**src/rtl/multicycle_ctrl_pkg.sv**
```systemverilog
// Shared definitions for the multicycle controller: FSM states, opcode/funct
// constants, mux-select encodings and the decoded-instruction record.
package multicycle_ctrl_pkg;

  typedef enum logic [2:0] {
    FETCH  = 3'd0,
    DECODE = 3'd1,
    EXEC   = 3'd2,
    MEM    = 3'd3,
    WB     = 3'd4
  } state_t;

  localparam logic [5:0] OP_RTYPE = 6'b000000;
  localparam logic [5:0] OP_ORI   = 6'b001101;
  localparam logic [5:0] OP_LUI   = 6'b001111;
  localparam logic [5:0] OP_LW    = 6'b100011;
  localparam logic [5:0] OP_SW    = 6'b101011;
  localparam logic [5:0] OP_BEQ   = 6'b000100;
  localparam logic [5:0] OP_JAL   = 6'b000011;

  localparam logic [5:0] FN_ADD = 6'b100000;
  localparam logic [5:0] FN_SUB = 6'b100010;
  localparam logic [5:0] FN_JR  = 6'b001000;

  localparam logic [2:0] NPC_PC4 = 3'd0;
  localparam logic [2:0] NPC_BEQ = 3'd1;
  localparam logic [2:0] NPC_JAL = 3'd2;
  localparam logic [2:0] NPC_JR  = 3'd3;

  localparam logic [1:0] EXT_ZERO = 2'd0;
  localparam logic [1:0] EXT_SIGN = 2'd1;
  localparam logic [1:0] EXT_LUI  = 2'd2;

  localparam logic [1:0] RD_RT = 2'd0;
  localparam logic [1:0] RD_RD = 2'd1;
  localparam logic [1:0] RD_RA = 2'd2;

  localparam logic [1:0] ALU_ADD = 2'd0;
  localparam logic [1:0] ALU_SUB = 2'd1;
  localparam logic [1:0] ALU_OR  = 2'd2;

  localparam logic [1:0] M2R_ALU = 2'd0;
  localparam logic [1:0] M2R_MEM = 2'd1;
  localparam logic [1:0] M2R_PC  = 2'd2;

  typedef struct packed {
    logic       legal;
    logic       use_mem;
    logic       is_sw;
    logic       is_beq;
    logic       is_jr;
    logic       is_jal;
    logic       alu_src;
    logic [1:0] ext_op;
    logic [1:0] alu_op;
    logic [1:0] reg_dst;
    logic [1:0] mem_to_reg;
  } dec_t;

endpackage

```
**src/rtl/ctrl_decode.sv**
```systemverilog
// Purely combinational opcode/funct decode into path flags and the
// datapath select fields used by the controller FSM.
module ctrl_decode
  import multicycle_ctrl_pkg::*;
(
  input  logic [5:0] opcode,
  input  logic [5:0] funct,
  output dec_t       dec
);

  always_comb begin
    dec = '0;
    case (opcode)
      OP_RTYPE: begin
        case (funct)
          FN_ADD: begin
            dec.legal   = 1'b1;
            dec.reg_dst = RD_RD;
            dec.alu_op  = ALU_ADD;
          end
          FN_SUB: begin
            dec.legal   = 1'b1;
            dec.reg_dst = RD_RD;
            dec.alu_op  = ALU_SUB;
          end
          FN_JR: begin
            dec.legal = 1'b1;
            dec.is_jr = 1'b1;
          end
          default: dec.legal = 1'b0;
        endcase
      end
      OP_ORI: begin
        dec.legal   = 1'b1;
        dec.alu_src = 1'b1;
        dec.ext_op  = EXT_ZERO;
        dec.alu_op  = ALU_OR;
      end
      // lui places imm<<16 on the B input; rs is $0 so OR passes it through
      OP_LUI: begin
        dec.legal   = 1'b1;
        dec.alu_src = 1'b1;
        dec.ext_op  = EXT_LUI;
        dec.alu_op  = ALU_OR;
      end
      OP_LW: begin
        dec.legal      = 1'b1;
        dec.use_mem    = 1'b1;
        dec.alu_src    = 1'b1;
        dec.ext_op     = EXT_SIGN;
        dec.alu_op     = ALU_ADD;
        dec.mem_to_reg = M2R_MEM;
      end
      OP_SW: begin
        dec.legal   = 1'b1;
        dec.use_mem = 1'b1;
        dec.is_sw   = 1'b1;
        dec.alu_src = 1'b1;
        dec.ext_op  = EXT_SIGN;
        dec.alu_op  = ALU_ADD;
      end
      OP_BEQ: begin
        dec.legal  = 1'b1;
        dec.is_beq = 1'b1;
        dec.alu_op = ALU_SUB;
      end
      OP_JAL: begin
        dec.legal      = 1'b1;
        dec.is_jal     = 1'b1;
        dec.reg_dst    = RD_RA;
        dec.mem_to_reg = M2R_PC;
      end
      default: dec.legal = 1'b0;
    endcase
  end

endmodule

```
**src/rtl/multicycle_ctrl.sv**
```systemverilog
// Multicycle MIPS-subset controller: 5-state FSM, shared-memory handshake
// and retired-instruction counter. Decode is delegated to ctrl_decode.
module multicycle_ctrl
  import multicycle_ctrl_pkg::*;
(
  input  logic        clk,
  input  logic        reset,
  input  logic [5:0]  opcode,
  input  logic [5:0]  funct,
  input  logic        zero,
  output logic        mem_req,
  input  logic        mem_ack,
  output logic        PCWrite,
  output logic        IRWrite,
  output logic        RegWrite,
  output logic        ALUSrc,
  output logic        MemWrite,
  output logic [2:0]  NPCOp,
  output logic [1:0]  EXTOp,
  output logic [1:0]  RegDst,
  output logic [1:0]  ALUOp,
  output logic [1:0]  MemtoReg,
  output logic        instr_done,
  output logic        illegal,
  output logic [31:0] instr_cnt
);

  state_t      state_reg, state_next;
  logic [31:0] cnt_reg;
  dec_t        dec;

  ctrl_decode u_decode (
    .opcode (opcode),
    .funct  (funct),
    .dec    (dec)
  );

  always_ff @(posedge clk) begin
    if (!reset) begin
      state_reg <= FETCH;
      cnt_reg   <= '0;
    end else begin
      state_reg <= state_next;
      if (instr_done) cnt_reg <= cnt_reg + 32'd1;
    end
  end

  always_comb begin
    state_next = state_reg;
    mem_req    = 1'b0;
    PCWrite    = 1'b0;
    IRWrite    = 1'b0;
    RegWrite   = 1'b0;
    ALUSrc     = 1'b0;
    MemWrite   = 1'b0;
    NPCOp      = NPC_PC4;
    EXTOp      = EXT_ZERO;
    RegDst     = RD_RT;
    ALUOp      = ALU_ADD;
    MemtoReg   = M2R_ALU;
    instr_done = 1'b0;
    illegal    = 1'b0;
    // A low reset silences every strobe so an in-flight instruction is dropped
    if (reset) begin
      case (state_reg)
        FETCH: begin
          mem_req = 1'b1;
          if (mem_ack) begin
            IRWrite    = 1'b1;
            PCWrite    = 1'b1;
            NPCOp      = NPC_PC4;
            state_next = DECODE;
          end
        end
        DECODE: begin
          if (!dec.legal) begin
            illegal    = 1'b1;
            state_next = FETCH;
          end else if (dec.is_jal) begin
            state_next = WB;
          end else begin
            state_next = EXEC;
          end
        end
        EXEC: begin
          EXTOp  = dec.ext_op;
          ALUSrc = dec.alu_src;
          ALUOp  = dec.alu_op;
          if (dec.is_beq) begin
            PCWrite    = zero;
            NPCOp      = zero ? NPC_BEQ : NPC_PC4;
            instr_done = 1'b1;
            state_next = FETCH;
          end else if (dec.is_jr) begin
            PCWrite    = 1'b1;
            NPCOp      = NPC_JR;
            instr_done = 1'b1;
            state_next = FETCH;
          end else if (dec.use_mem) begin
            state_next = MEM;
          end else begin
            state_next = WB;
          end
        end
        MEM: begin
          mem_req  = 1'b1;
          EXTOp    = dec.ext_op;
          ALUSrc   = dec.alu_src;
          ALUOp    = dec.alu_op;
          MemWrite = dec.is_sw;
          if (mem_ack) begin
            if (dec.is_sw) begin
              instr_done = 1'b1;
              state_next = FETCH;
            end else begin
              state_next = WB;
            end
          end
        end
        WB: begin
          EXTOp      = dec.ext_op;
          ALUSrc     = dec.alu_src;
          ALUOp      = dec.alu_op;
          RegWrite   = 1'b1;
          RegDst     = dec.reg_dst;
          MemtoReg   = dec.mem_to_reg;
          instr_done = 1'b1;
          state_next = FETCH;
          if (dec.is_jal) begin
            PCWrite = 1'b1;
            NPCOp   = NPC_JAL;
          end
        end
        default: state_next = FETCH;
      endcase
    end
  end

  assign instr_cnt = reset ? cnt_reg : 32'd0;

endmodule

```
**config.mk**
```make
export PLATFORM = sky130hd
export DESIGN_NAME = multicycle_ctrl
export DESIGN_NICKNAME = d
export VERILOG_FILES = /design/src/rtl/multicycle_ctrl_pkg.sv /design/src/rtl/ctrl_decode.sv /design/src/rtl/multicycle_ctrl.sv
export SDC_FILE = /design/constraint.sdc
export NUM_CORES = 1
export LEC_CHECK = 0
export ABC_AREA = 1
export BUFFER_PORTS_ARGS = -buffer_cell sky130_fd_sc_hd__clkbuf_2
export CORE_UTILIZATION = 49
export CTS_CLUSTER_SIZE = 24
export DETAILED_ROUTE_END_ITERATION = 10
export PLACE_DENSITY = 0.77
export SLEW_MARGIN = 20
export SYNTH_ARGS = -nofsm -noshare
export SYNTH_HDL_FRONTEND = slang
export SYNTH_HIERARCHICAL = 1
export SYNTH_SLANG_ARGS = --single-unit
```
**constraint.sdc**
```tcl
create_clock -name clk -period 2.4 [get_ports clk]
set_clock_uncertainty 0.2 [all_clocks]
set_input_delay 0.72 -clock clk [delete_from_list [all_inputs] [get_ports clk]]
set_output_delay 0.72 -clock clk [all_outputs]
set_load 0.01 [all_outputs]
```
Yosys cells after proc, flatten, opt, wreduce, memory -nomap -nowiden:

Index checks and enable logic that the tools add are counted.

* add/subtract/negate cells: 1
* eq/ne operators: 15
* mux-type cells: 61
* reductions and logical operators: 9

Operators with widths (number)
* adder 32 x 1 -> 32 bit (second input constant): 1
* two-way mux 32 bit: 1
* two-way mux 1 bit: 30
* == test 6 bit (second input constant): 4
* two-way mux 2 bit: 12
* two-way mux 3 bit: 8
* == test 6 x 4 -> 1 bit (second input constant): 3
* one-hot mux 2 bit (2 select lines): 3
* one-hot mux 3 bit (4 select lines): 1
* one-hot mux 3 bit (3 select lines): 1
* == test 3 x 2 -> 1 bit (second input constant): 2
* == test 6 x 2 -> 1 bit (second input constant): 1
* == test 6 x 3 -> 1 bit (second input constant): 1
* logical NOT 6 bit: 1
* one-hot mux 1 bit (3 select lines): 2
* one-hot mux 2 bit (3 select lines): 1
* one-hot mux 3 bit (2 select lines): 1
* OR reduction 2 bit: 3
* OR reduction 3 bit: 2
* OR reduction 6 bit: 1
* != test 2 bit (second input constant): 2
* == test 3 x 1 -> 1 bit (second input constant): 1
* == test 3 bit (second input constant): 1
* logical NOT 3 bit: 1
* other kinds (2): 2

* register bits after elaboration: 35
* input bits: 16
* word-level logic and storage cells: 88

Longest topological paths before layout:

Gate-level depths: netlist of run 1.

* word-level depth: 7
* mapped depth: 13

By module:

Netlist of run 1, hierarchy kept.

By module, submodules not included
* multicycle_ctrl: times used 1, cells each 479, area an instance 2570.0 sq um, sequential area each 700.7 sq um
* ctrl_decode: times used 1, cells each 43, area an instance 212.7 sq um, sequential area each 0.0 sq um

Worst setup path after synthesis of run 1:

Ideal clock, no wire load.

* path kind: input to output
* start point: in opcode[3]
* end point: out instr_done
* arrival time: 1635 ps
* data required time: 1480 ps
* path slack: -155 ps
* cell stages on the path: 9
* path buffers: 0
* cell sequence: nor2_2 -> nand3_2 -> nor2_2 -> nor2_1 -> inv_1 -> nand2_2 -> nand3_4 -> nand2_1 -> inv_1

RTL lines
* from (decl): RTL line multicycle_ctrl.sv:8 `input logic [5:0] opcode,`
* to (decl): RTL line multicycle_ctrl.sv:23 `output logic instr_done,`

==> summary.txt, run 1 <==
Setup path
  – Slack of the worst reg-to-reg path: ~0.48 ns
  – End of the critical path: PCWrite
  – Number of cells on the worst reg-to-reg path: 10
  – Launching instance or port of the critical path: opcode[4]
  – Category of the critical setup timing path: input pin to primary output
  – Cell-by-cell listing of the critical path: buf_8, nor2_4, nand3_4, nor2_4, nor2_4, inv_2, nand2_4, nor2_1, nor3_1, nor2_1, buf_2
  – Launching element type of the critical path: input pin
  – Max incr delay on CP: 0.20 ns
  – Reg2Reg Launch Point: state_reg[2]
  – Critical path data required time: about 1.5 ns
  – Endpoint of the worst-slack reg-to-reg timing path: cnt_reg[7]
  – Most frequent CP cell: sky130_fd_sc_hd__nor2_4
  – Arrival time at the worst endpoint: 1.89 ns
  – Maximum fanout count along the critical path: 4
  – Worst Setup End Kind: primary output
  – Standard cell with the maximum stage delay on the critical path: sky130_fd_sc_hd__nor2_4

Global routing
  – Number of global-route vias before repair: around 2.9k
  – Number of antenna violations at the first check in global routing: 0
  – Tot GR Track Use: 0.246
  – Final global-route overflow total: 0
  – Largest net degree at the start of global routing: 29
  – Wire length of the first global-routing pass: 12.1 mm

Cells and area
  – Number of fillers in the final layout: slightly below 500
  – Post-synthesis to final-layout area growth: 34.7%
  – Antenna diode count: 0
  – Max reg flops: 32
  – Share of final-layout standard cells stronger than drive strength 1: 0.269
  – NumNets Final: 630

Detailed routing
  – Routed Antenna Nets: 0
  – Post-detailed-route via-to-cell ratio: 4.73
  – Routed wire length: 7.32 mm
  – Wire per inst: between 10 and 15 µm
  – Pre-Repair DR Iteration Count: 4
  – DRC violations left: 0
  – Vias: about 3.2k
  – Starting DRT DRC Count: 168

Outcome
  – Outcome: finished, violations left
  – Violated checks: negative setup slack

Synth
  – Post-synthesis instance total: 522
  – Post-synth EDFFs: 0
  – Total of flip-flops plus latches after synthesis: 35
  – Most frequent cell after synthesis: sky130_fd_sc_hd__nand2_1
  – Main flop type after synthesis: sky130_fd_sc_hd__dfxtp_1
  – Proportion of synthesized flip-flops having asynchronous set or reset: 0
  – Total standard cell area after synthesis: 2780 µm²
  – Syn Area/Cell: 5.33 µm²
  – Area leader, netlist: sky130_fd_sc_hd__dfxtp_1
  – Syn. warnings: 6
  – Dominant cells by area after synthesis: sky130_fd_sc_hd__dfxtp_1 (25%), sky130_fd_sc_hd__nand2_1 (20%), sky130_fd_sc_hd__nor2_1 (16%), sky130_fd_sc_hd__inv_1 (14%), sky130_fd_sc_hd__nand3_1 (5.4%)
  – Post-synthesis net count: 539
  – Post-synth top cells: sky130_fd_sc_hd__nand2_1 (145), sky130_fd_sc_hd__nor2_1 (116), sky130_fd_sc_hd__inv_1 (106)
  – Share of the yosys chip area belonging to registers: 0.252
  – Post-synth cell types: 29
  – Post-synth top area share: 0.252

Timing
  – Final critical-path setup slack: -0.406 ns
  – Max-slew violation count: 0
  – Summed negative setup slack over all endpoints: -3.20 ns
  – Fmax: roughly 0.36 GHz
  – Number of endpoints with negative hold slack in the final report: 0
  – Clock period minus final worst setup slack: around 2.8 ns
  – Setup repair after global routing missed its margin: yes
  – Final Setup Violations: 15
  – Fin crit share: 1.17

Placed design
  – Final Wtd Congestion: 0.859
  – Placed wire-length estimate after detailed placement: 5.28 mm
  – # port buffers: 65

Clocking
  – CTS H-Tree Depth: 2
  – Total number of clock tree sinks: 35
  – Count of hold buffers inserted by post-cts repair: 0
  – Number of buffers created by CTS: 5
  – TritonCTS clock tree: yes
  – Clock-pin transition on the worst setup and hold timing paths: about 0.070 ns
  – Clock Path Buffers: 2
  – CTS root buf: sky130_fd_sc_hd__clkbuf_8
  – Later-pin clock latency in the skew report: approximately 0.29 ns

Flow run
  – MaxCap Viol Count: 0

Power
  – Pwr per Cell Area: approximately 340 nW/µm²
  – Total power after layout: around 1.3 mW
  – Leakage power: a little under 2 nW
  – Worst-case vdd ir drop: ~220 µV

Floorplan
  – Width of the chip: roughly 77 µm
  – Ports placed on the boundary: 67
  – Die area: between 5000 and 6000 µm²
  – Core Area: 5510 µm²
  – Effective utilization at floorplan: 0.505
  – Floorplan die height: slightly below 80 µm
  – Number of placement rows: 27

Min path
  – Path class of the lowest-slack min-delay path: flip-flop to flip-flop
-- logic make-up after synthesis --
kind of cell	share of synthesized area
buffers and inverters	0.186
flip-flops	0.252
other	0.00135
adder cells (fa/ha/maj)	0.00450
AND/OR/NAND/NOR	0.500
AO/OA/AOI/OAI	0.0571
-- critical path, delay by kind of cell --
| family | cells | cell delay (ns) |
|---|---|---|
| buffers and inverters | 3 | 0.32 |
| and+or+nand+nor | 8 | 0.85 |
-- how the worst min path moves through the flow --
stage | from | end | cells past startpoint
floorplan | cnt_reg[31] | cnt_reg[31] | 3
global placement | cnt_reg[31] | cnt_reg[31] | 3
detailed placement | cnt_reg[31] | cnt_reg[31] | 3
CTS | cnt_reg[1] | cnt_reg[1] | 2
global route | cnt_reg[31] | cnt_reg[31] | 3
finish | cnt_reg[31] | cnt_reg[31] | 3
-- routing by layer --
metal / vias to the layer above / share of wire / track usage
met5: - / 0 / 0
met4: 0 / 0.019 / 0.100
met3: 15 / 0.039 / 0.0365
met2: 81 / 0.48 / 0.424
met1: 1418 / 0.46 / 0.304
li1: 1728 / - / -
-- power by group --
| part | switching (mW) | leakage [nW] | internal, mW |
|---|---|---|---|
| registers | 0.00168 | 0.282 | 0.582 |
| logic | 0.0763 | 1.64 | 0.0587 |
| clock network | 0.220 | 0.0612 | 0.336 |
-- layout make-up --
class	instances	area (µm²)	area share
Inverter	113	434	0.116
Timing Repair Buffer	99	692	0.185
Sequential cell	35	701	0.187
Tap cell	72	90.1	0.0240
Clock buffer	6	82.6	0.0220
Clock inverter	2	35.0	0.00935
Multi-Input combinational cell	359	1710	0.457
-- cell usage in the layout (no fill, tap or decap), types with 4 or more instances in the layout --
cell	netlist	routed
sky130_fd_sc_hd__a21oi_1	14	13
sky130_fd_sc_hd__buf_2	2	12
sky130_fd_sc_hd__buf_4	5	25
sky130_fd_sc_hd__buf_6	2	7
sky130_fd_sc_hd__buf_8	0	4
sky130_fd_sc_hd__clkbuf_2	0	46
sky130_fd_sc_hd__clkbuf_8	0	8
sky130_fd_sc_hd__dfxtp_1	35	35
sky130_fd_sc_hd__inv_1	106	100
sky130_fd_sc_hd__inv_2	5	9
sky130_fd_sc_hd__nand2_1	145	139
sky130_fd_sc_hd__nand2_2	1	4
sky130_fd_sc_hd__nand3_1	30	27
sky130_fd_sc_hd__nand3_2	5	5
sky130_fd_sc_hd__nand3_4	1	4
sky130_fd_sc_hd__nand4_1	5	5
sky130_fd_sc_hd__nor2_1	116	99
sky130_fd_sc_hd__nor2_2	9	20
sky130_fd_sc_hd__nor2_4	2	8
sky130_fd_sc_hd__nor3_1	7	6
sky130_fd_sc_hd__o21ai_1	8	8
-- timing repair --
action                     4_1_cts  5_1_grt
gates cloned                     0        0
setup endpoints to repair       16       48
gates resized for setup         25       45
pin swaps                       12       15
buffers inserted                 6        3
-- metrics by stage --
| step | std cells | cell area [µm²] | setup WS [ns] | utilization | hold WS, ns |
|---|---|---|---|---|---|
| after floorplan | 522 | 2830 | -0.107 | - | 0.293 |
| after global placement | 672 | 3380 | -0.336 | 0.613 | 0.313 |
| after detailed placement | 672 | 3380 | -0.386 | 0.613 | 0.320 |
| after CTS | 686 | 3630 | -0.321 | 0.660 | 0.336 |
| after global routing | 686 | 3750 | -0.447 | 0.681 | 0.385 |
| final | 686 | 3750 | -0.406 | 0.681 | 0.332 |
(Power assumes the default switching activity.)
==> inputs of run 2 (changes only) <==
--- a/config.mk
+++ b/config.mk
@@ -14,5 +14,4 @@
 export SLEW_MARGIN = 20
 export SYNTH_ARGS = -nofsm -noshare
 export SYNTH_HDL_FRONTEND = slang
-export SYNTH_HIERARCHICAL = 1
 export SYNTH_SLANG_ARGS = --single-unit
==> summary.txt, run 2 <==
Outcome
  – Outcome: finished, violations left
  – Violated checks: negative setup slack

Setup path
  – Critical path data required time: 1.48 ns (about the same)
  – Maximum fanout count along the critical path: 5 (+1)
  – Reg2Reg Launch Point: state_reg[0]
  – Launching element type of the critical path: input pin
  – Standard cell with the maximum stage delay on the critical path: sky130_fd_sc_hd__buf_4
  – Endpoint of the worst-slack reg-to-reg timing path: cnt_reg[12]
  – Arrival time at the worst endpoint: 1.78 ns (-0.11 ns)
  – Category of the critical setup timing path: input pin to primary output
  – Max incr delay on CP: 0.20 ns (about the same)
  – Cell-by-cell listing of the critical path: clkbuf_8, inv_1, nand4_1, buf_4, nor2_1, nor3_1, buf_2
  – Number of cells on the worst reg-to-reg path: 10 (unchanged)
  – Slack of the worst reg-to-reg path: 0.37 ns (-0.11 ns)
  – Worst Setup End Kind: primary output

Timing
  – Max-slew violation count: 0 (unchanged)
  – Final critical-path setup slack: -0.298 ns (+0.108 ns)
  – Setup repair after global routing missed its margin: yes
  – Fmax: 0.371 GHz (+4.0%)
  – Fin crit share: 1.12 (-0.0451)
  – Number of endpoints with negative hold slack in the final report: 0 (unchanged)
  – Summed negative setup slack over all endpoints: -2.54 ns (+0.659 ns)
  – Final Setup Violations: 15 (unchanged)
  – Clock period minus final worst setup slack: 2.70 ns (-0.108 ns)

Flow run
  – MaxCap Viol Count: 0 (unchanged)

Cells and area
  – Share of final-layout standard cells stronger than drive strength 1: 0.270 (+0.00101)
  – NumNets Final: 625 (-0.79%)
  – Max reg flops: 32 (unchanged)
  – Most common library cell in the layout ignoring fill and taps: sky130_fd_sc_hd__nand2_1
  – Most used cells in the layout excluding fill and tap cells: sky130_fd_sc_hd__nand2_1 (181), sky130_fd_sc_hd__nor2_1 (66), sky130_fd_sc_hd__inv_1 (57)
  – Final std cells w/o fill: 680 (-0.87%)
  – Antenna diode count: 0 (unchanged)
  – Post-synthesis to final-layout area growth: 34.2%

Clocking
  – Clock Path Buffers: 2 (unchanged)
  – Total number of clock tree sinks: 35 (unchanged)
  – CTS root buf: sky130_fd_sc_hd__clkbuf_8
  – Clock-pin transition on the worst setup and hold timing paths: 0.07 ns (about the same)
  – TritonCTS clock tree: yes
  – Later-pin clock latency in the skew report: 0.29 ns (about the same)
  – Number of buffers created by CTS: 5 (unchanged)
  – CTS H-Tree Depth: 2 (unchanged)

Synth
  – Post-synth cell types: 33 (+14%)
  – Main flop type after synthesis: sky130_fd_sc_hd__dfxtp_1
  – Post-synth EDFFs: 0 (unchanged)
  – Most frequent cell after synthesis: sky130_fd_sc_hd__nand2_1
  – Proportion of synthesized flip-flops having asynchronous set or reset: 0 (unchanged)
  – Post-synth top area share: 0.252 (about the same)
  – Post-synthesis instance total: 511 (-2.1%)
  – Dominant cells by area after synthesis: sky130_fd_sc_hd__nand2_1 (25%), sky130_fd_sc_hd__dfxtp_1 (25%), sky130_fd_sc_hd__nor2_1 (10%), sky130_fd_sc_hd__inv_1 (8.0%), sky130_fd_sc_hd__nand3_1 (6.6%)
  – Total standard cell area after synthesis: 2820 µm² (+1.3%)
  – Area leader, netlist: sky130_fd_sc_hd__nand2_1
  – Post-synthesis net count: 528 (-2.0%)
  – Total of flip-flops plus latches after synthesis: 35 (unchanged)
  – Syn. warnings: 0 (-6)
  – Share of the yosys chip area belonging to registers: 0.249 (-0.00324)
  – Post-synth top cells: sky130_fd_sc_hd__nand2_1 (189), sky130_fd_sc_hd__nor2_1 (77), sky130_fd_sc_hd__inv_1 (60)
  – Syn Area/Cell: 5.52 µm² (+3.5%)

Placed design
  – # port buffers: 65 (unchanged)
  – Placed Cells incl. Taps: 663 (-1.3%)
  – Placed wire-length estimate after detailed placement: 6.21 mm (+18%)
  – Setup Slack @ Placement: -0.300 ns (+0.0865 ns)
  – Final Wtd Congestion: 0.951 (+11%)

Floorplan
  – Width of the chip: 77.9 µm (+0.63%)
  – Ports placed on the boundary: 67 (unchanged)
  – Die area: 6060 µm² (+1.3%)
  – Effective utilization at floorplan: 0.509 (+0.00347)
  – Floorplan die height: 77.9 µm (+0.63%)
  – Number of placement rows: 27 (unchanged)
  – Core Area: 5540 µm² (+0.61%)

Min path
  – Path class of the lowest-slack min-delay path: flip-flop to flip-flop
  – Worst Hold Path EP: cnt_reg[31]
  – Hold path cells: 2 (-1)
  – Worst hold path startpoint: cnt_reg[31]

Detailed routing
  – Pre-Repair DR Iteration Count: 5 (+1)
  – Vias: 3510 (+8.3%)
  – Routed wire length: 8.96 mm (+22%)
  – Routed Antenna Nets: 0 (unchanged)
  – Post-detailed-route via-to-cell ratio: 5.16 (+9.2%)
  – Wire per inst: 13.2 µm (+23%)
  – Starting DRT DRC Count: 240 (+43%)
  – DRC violations left: 0 (unchanged)

Power
  – Pwr per Cell Area: 309 nW/µm² (-9.1%)
  – Worst-case vdd ir drop: 209 µV (-2.9%)
  – Leakage power: 1.87 nW (-5.4%)
  – Total power after layout: 1.17 mW (-8.3%)

Global routing
  – Final global-route overflow total: 0 (unchanged)
  – Number of antenna violations at the first check in global routing: 0 (unchanged)
  – Tot GR Track Use: 0.292 (+0.0466)
  – Wire length of the first global-routing pass: 14.2 mm (+18%)
  – Largest net degree at the start of global routing: 35 (+21%)
  – Number of global-route vias before repair: 3100 (+8.3%)
run 2: changes by cell type in the layout (fill, tap and decap cells not counted), moves of 7 or more:
| cell | delta |
|---|---|
| sky130_fd_sc_hd__nor2_1 | -33 |
| sky130_fd_sc_hd__buf_4 | +12 |
| sky130_fd_sc_hd__nand3_1 | +8 |
| sky130_fd_sc_hd__xor2_1 | +7 |
| sky130_fd_sc_hd__nand2_1 | +42 |
| sky130_fd_sc_hd__inv_1 | -43 |
| sky130_fd_sc_hd__nand3b_1 | +13 |
| sky130_fd_sc_hd__nor2_2 | -11 |
| sky130_fd_sc_hd__a21oi_1 | +17 |
| sky130_fd_sc_hd__o21ai_1 | -8 |
run 2: worst max path at each step:
stage,cells past startpoint,from,to,slack (ns)
global route,10,opcode[1],illegal,-0.33
floorplan,10,opcode[4],instr_done,-0.13
CTS,9,opcode[5],PCWrite,-0.24
global placement,9,opcode[4],PCWrite,-0.24
finish,7,opcode[3],NPCOp[0],-0.30
detailed placement,11,opcode[4],instr_done,-0.30
run 2: where the power goes:
| group | total [mW] | switching [mW] | leakage [nW] | internal (mW) |
|---|---|---|---|---|
| Sequential | 0.583 | 0.00193 | 0.284 | 0.581 |
| Clock | 0.444 | 0.219 | 0.0470 | 0.225 |
| Combinational | 0.142 | 0.0825 | 1.54 | 0.0597 |
| Total | 1.17 | 0.303 | 1.87 | 0.866 |
run 2: timing repair:
item | 4_1_cts | 5_1_grt
hold endpoints to repair | 0 | 0
gates resized for setup | 20 | 51
pin swaps | 10 | 10
hold buffers | 0 | 0
setup buffers | 2 | 9
endpoints found under the setup margin | 16 | 37
run 2: layer usage:
| metal | global-route usage | routed length, µm |
|---|---|---|
| met5 | 0 | 0 |
| met1 | 0.370 | 3880 |
| met2 | 0.499 | 4300 |
| met4 | 0.0981 | 322 |
| met3 | 0.0482 | 464 |
run 2: cell type report:
cell class              instances  area [µm²]
clock buffers                   6        82.6
clock inverters                 1        5.00
fillers                       501        1760
inverters                      64         245
multi-input cells             395        1950
flip-flops and latches         35         707
well taps                      72        90.1
repair buffers                107         706
run 2: logic make-up after synthesis:
group / share of synthesized area
AND/OR/NAND/NOR: 0.516
buffers and inverters: 0.119
AO/OA/AOI/OAI: 0.0763
flip-flops: 0.249
XOR/XNOR: 0.0342
adder cells (fa/ha/maj): 0.00444
other: 0.00133
run 2: stage by stage:
step	util	cell area, µm²	hold WS [ns]
floorplan	-	2860	0.260
global placement	0.616	3410	0.283
detailed placement	0.616	3410	0.291
CTS	0.649	3600	0.300
global route	0.683	3780	0.350
finish	0.683	3780	0.302
run 2: worst max-delay path: cells and delay by family:
kind          cells  cell delay [ns]
buf+inv           4             0.62
simple gates      3             0.45
